`config.mk`:
```
export PLATFORM = sky130hd
export DESIGN_NAME = sequence_ctrl
export DESIGN_NICKNAME = d
export VERILOG_FILES = /design/src/rtl/cpu_pkg.sv /design/src/rtl/sequence_ctrl.sv
export SDC_FILE = /design/constraint.sdc
export NUM_CORES = 1
export LEC_CHECK = 0
export ABC_AREA = 0
export ABC_CLOCK_PERIOD_IN_PS = 1650
export BUFFER_PORTS_ARGS = -buffer_cell sky130_fd_sc_hd__buf_2
export CORE_AREA = 2 2 39 41
export DETAILED_ROUTE_END_ITERATION = 6
export DIE_AREA = 0 0 41 43
export PLACE_DENSITY = 0.46
export SLEW_MARGIN = 20
export SYNTH_ARGS = -nofsm -noshare
export SYNTH_HDL_FRONTEND = slang
export SYNTH_SLANG_ARGS = --single-unit
```
`constraint.sdc`:
```
create_clock -name clk -period 1.65 [get_ports clk]
set_input_delay 0.165 -clock clk [delete_from_list [all_inputs] [get_ports clk]]
set_output_delay 0.165 -clock clk [all_outputs]
set_load 0.05 [all_outputs]
```
`src/rtl/cpu_pkg.sv`:
```
// Shared types for the 8-bit accumulator CPU.
// Opcode and sequencer phase encodings.
package cpu_pkg;

  typedef enum logic [2:0] {
    HLT = 3'd0,
    SKZ = 3'd1,
    ADD = 3'd2,
    AND = 3'd3,
    XOR = 3'd4,
    LDA = 3'd5,
    STO = 3'd6,
    JMP = 3'd7
  } opcode_t;

  typedef enum logic [2:0] {
    INST_ADDR  = 3'd0,
    INST_FETCH = 3'd1,
    INST_LOAD  = 3'd2,
    IDLE       = 3'd3,
    OP_ADDR    = 3'd4,
    OP_FETCH   = 3'd5,
    ALU_OP     = 3'd6,
    STORE      = 3'd7
  } state_t;

  function automatic logic is_aluop(opcode_t op);
    return (op == ADD) || (op == AND) ||
           (op == XOR) || (op == LDA);
  endfunction

endpackage

```
`src/rtl/sequence_ctrl.sv`:
```
// Eight-phase instruction sequencer.
// Drives datapath enables and memory strobes.
module sequence_ctrl
  import cpu_pkg::*;
#(
  parameter int OPW = 3
) (
  input  logic           clk,
  input  logic           rst,
  input  logic [OPW-1:0] opcode,
  input  logic           zero,
  output logic           mem_rd,
  output logic           mem_wr,
  output logic           load_ir,
  output logic           load_ac,
  output logic           load_pc,
  output logic           inc_pc,
  output logic           halt
);

  state_t  state_q;
  state_t  state_d;
  opcode_t op;
  logic    alu;

  assign op  = opcode_t'(opcode);
  assign alu = is_aluop(op);

  // HLT parks the sequencer in OP_ADDR until reset
  always_comb begin
    state_d = state_t'(state_q + 3'd1);
    if (state_q == OP_ADDR && op == HLT)
      state_d = OP_ADDR;
  end

  always_ff @(posedge clk) begin
    if (rst) state_q <= INST_ADDR;
    else     state_q <= state_d;
  end

  always_comb begin
    mem_rd  = 1'b0;
    mem_wr  = 1'b0;
    load_ir = 1'b0;
    load_ac = 1'b0;
    load_pc = 1'b0;
    inc_pc  = 1'b0;
    halt    = 1'b0;
    unique case (state_q)
      INST_ADDR: ;
      INST_FETCH: begin
        mem_rd = 1'b1;
      end
      INST_LOAD, IDLE: begin
        mem_rd  = 1'b1;
        load_ir = 1'b1;
      end
      OP_ADDR: begin
        halt   = (op == HLT);
        inc_pc = (op != HLT);
      end
      OP_FETCH: begin
        mem_rd = alu;
      end
      ALU_OP: begin
        mem_rd  = alu;
        load_ac = alu;
        inc_pc  = (op == SKZ) && zero;
        load_pc = (op == JMP);
      end
      STORE: begin
        mem_rd  = alu;
        load_ac = alu;
        load_pc = (op == JMP);
        mem_wr  = (op == STO);
      end
    endcase
  end

endmodule
```
* Word-level counts from Yosys, hierarchy flattened *
Cells that the tools add are included.

operators by class
  order comparisons = 0
  multiply operators = 0
  reduce and logical (&&, ||, !) cells = 12
  shifts and indexed selects = 0
  eq/ne operators = 14
  divide/modulo/power cells = 0
  $add $sub $neg = 1
  bitwise gates (word level) = 0
  multiplexer cells = 8

operators with widths
  operator               count
  $eq A3 B3 Y1 const B   8
  $eq A3 B2 Y1 const B   4
  $eq A3 B1 Y1 const B   2
  $reduce_or A2 Y1       3
  $reduce_or A3 Y1       2
  $mux W1                5
  $pmux W1 S2            2
  $add A3 B1 Y3 const B  1
  $logic_not A3 Y1       1
  $logic_or A1 B1 Y1     3
  $mux W3                1
  $reduce_bool A3 Y1     1
  $logic_and A1 B1 Y1    2

storage, ports and cells
  logic and storage cells = 37
  bits in registers = 3
  RAM bits = 0
  memories = 0
  ROM bits = 0
  latch bits = 0

* Depth between registers and ports, before layout *
  word-level depth = 5
  mapped depth = 5
  mapped depth without buffers = 5

* Worst setup path before layout *
Ideal clock, no wire load.

  path kind = register to output
  start point = register state_q[0]
  end point = output port load_pc
  cell stages (with the launch flop) = 5
  buffers on the path = 0
  path slack = -0.462 ns
  arrival = 1.947 ns
  cell sequence = dfxtp_1 ha_1 ha_1 a21oi_1 nor3b_1

between the ends
  longest elaborated chain between the ends = 3
  elaborated cells between the ends (all ways) = 4
  classes of those cells = 2 x eq/ne; 1 x mux; 1 x reduce/logical

ends and longest elaborated chain
  item                          line                 text
  from (decl)                   sequence_ctrl.sv:21  state_t state_q;
  from (signal assigned)        sequence_ctrl.sv:38  else state_q <= state_d;
  $eq A3 B3 Y1                  sequence_ctrl.sv:49  unique case (state_q)
  $reduce_or A2 Y1 (no line) *  n/a
  $mux W1 *                     n/a
  to (decl)                     sequence_ctrl.sv:16  output logic load_pc,

Mark *: on every way between the ends. The rest lies on a longest branch, timed or not.

* Final worst setup path *
  start point = register state_q[0]
  end point = output port inc_pc

between the ends
  longest elaborated chain between the ends = 2
  elaborated cells between the ends (all ways) = 3
  classes of those cells = 2 x eq/ne; 1 x mux

ends and longest elaborated chain
  item           line                 text
  $eq A3 B3 Y1   sequence_ctrl.sv:49
  $pmux W1 S2 *  sequence_ctrl.sv:49
  to (decl)      sequence_ctrl.sv:17  output logic inc_pc,

Marked as above.

==> flow_summary.ini <==
[status]
status = completed

[synthesis]
ys_seq_elements = 3
synth_area_leaders = ha_1 27%, dfxtp_1 21%, inv_1 6.7%, nor3_1 5.4%, a21o_1 5.4%
ys_seq_area_share_pct = 21.4
synth_top_area_cell = ha_1
avgSynthCellArea_um2 = 8.24
synthCells = 34
yosys.area.top_type_share_pct = 26.8
synth_cell_type_count = 17
synthesis.area_um2 = 280
synth_ff_type = dfxtp_1
synth-edff-count = 0
synth.most_common_cell = ha_1
synth_nets = 46
synth_common_cells = 6 x ha_1, 5 x inv_1, 3 x dfxtp_1, 3 x nor3_1
ys_warn_count = 0
ys_async_sr_fraction_pct = 0

[clock_network]
insertion_delay_ns = 0.23
htree_levels = 1
numCtsBuffers = 3
clock_path_buffers = 2
clockRootBuffer = clkbuf_4
clock-sinks = 3
clkTransAtPathRegs_ns = 0.04
cts_tree = done

[global_route]
grt_pass1_wl_um = 1000
track_usage_pct = 9.05
gr-total-overflow = 0
grt_pass1_vias = 277
grt_max_degree = 7
antenna_found_initial = 0

[sta]
max_freq_mhz = 618
max_slew_margin_pct = 83.1
rsz0062_at_grt = true
slew_viol_final = 0
post-route-min-period_ns = 1.62
min_period_over_period_pct = 98.1
timing.final.ws_setup_ns = 0.0317
final-hold-violation-count = 0
fin_skew_ns = 0.00152
worst_pin_slew_ns = 0.252
holdWs_ns = 0.126
setup_viol = 0

[pwr]
peakVddDrop_v = 0.000313
power_density_nw_per_um2 = 766
leakage_nw = 0.219

[hold_path]
min_from = rst
hold_class = primary input to flip-flop
min_path_cells = 2
hold_path_end = state_q[2]

[critical_path]
endpoint_kind = output port
reg2reg_slack_ns = 0.63
critPathKind = flip-flop to output port
start_kind = flip-flop
critPathMaxFanout = 3
arrival_ns = 1.45
rr_startpoint = state_q[2]
cp.required_ns = 1.48
reg2reg_to = state_q[2]
r2r.worst_path.cells = 3

[cells_and_area]
nets = 65
fillCellCount = 151
diodes = 0
drive_above_1_share_pct = 46.2
fin_util_pct = 31.7
largest_register = state_q
largest_register_ffs = 3
finalNonFillerCells = 68
top_regs = state_q x3
syn_to_final_growth_pct = 56.7

[place]
port_buffers = 12
routabilityCongestion = 0.630
dp_slack_ns = 0.121
placed_cells = 63

[drt]
via_per_inst = 4.35
wire_per_inst_um = 9.37
drt_iter0_markers = 0
ant_nets = 0
drt_wl_total_um = 637
drcViolationCount = 0
first_pass_iters = 1
vias = 296

[floorplan]
die_x_um = 41
core_um2 = 1380
rows = 14
die-area_um2 = 1760
die_h_um = 43
ios = 13
start_util_pct = 20.3

[run]
drv_cap = 0
[how the worst max path moves through the flow]
stage / to / cells past startpoint / slack, ns / start
after floorplan: load_pc / 4 / -0.02 / state_q[0]
after global placement: inc_pc / 6 / 0.13 / state_q[0]
after detailed placement: inc_pc / 6 / 0.12 / state_q[0]
after CTS: inc_pc / 6 / -0.02 / state_q[0]
after global routing: inc_pc / 6 / -0.06 / state_q[0]
final: inc_pc / 6 / 0.03 / state_q[0]
[cells by family after synthesis]
family | synth area share (%)
buf+inv | 6.70
fa+ha+maj | 26.8
xor+xnor | 3.13
simple gates | 25.4
flops | 21.4
compound gates | 16.5
[cells in the final DEF (no fill, tap or decap)]
cell type and n:
inv_1 4, clkbuf_4 4, nand4_1 1, xnor2_1 1
clkbuf_1 1, buf_4 3, dfxtp_2 1, a21oi_1 2
ha_1 5, buf_2 8, buf_6 2, nor2_1 2
nor3_4 1, o31a_1 1, nor3_1 2, nor3_2 1
dfxtp_1 2, nand2_1 2, nor3b_2 2, ha_2 1
o31ai_1 1, nand3_1 1, inv_2 1, o21ai_1 1
a21o_1 2
[per-stage QoR]
stage	total power [mW]	TNS, ns	cell area [µm²]
finish	0.336	0	439
global route	0.369	-0.108	439
CTS	0.341	-0.0167	430
detailed placement	0.197	0	384
global placement	0.198	0	384
floorplan	0.166	-0.0226	297
[critical path, stage by stage (launching register included)]
cell and delay [ns]:
dfxtp_2 0.32, inv_2 0.06, ha_2 0.17, nand4_1 0.09
o31a_1 0.28, nor3_4 0.12, buf_6 0.18
[repair_timing]
action                                  in CTS  in global routing
resized for setup                            6                  4
hold buffers                                 0                  0
pin swaps                                    1                  1
endpoints found under the setup margin       2                  5
setup buffers                                1                  0
[where the power goes]
group          switching, mW  internal (mW)
combinational         0.0724         0.0476
sequential           0.00669         0.0800
clock                 0.0391         0.0907
[metal layers]
metal | part of all wire [%] | global-route usage [%]
met5 | 0 | 0
met4 | 2.8 | 10.0
met3 | 7.8 | 3.14
met2 | 45 | 12.5
met1 | 44 | 9.35
[final cells by class]
type                            count  area [µm²]  share of cell area, %
Inverter                            5        18.8                   4.27
Multi-Input combinational cell     26         220                   50.1
Clock buffer                        4        26.3                   5.98
Sequential cell                     3        61.3                   14.0
Tap cell                           16        20.0                   4.56
Timing Repair Buffer               14        92.6                   21.1
Note: power is estimated with default switching activity, not from simulation.
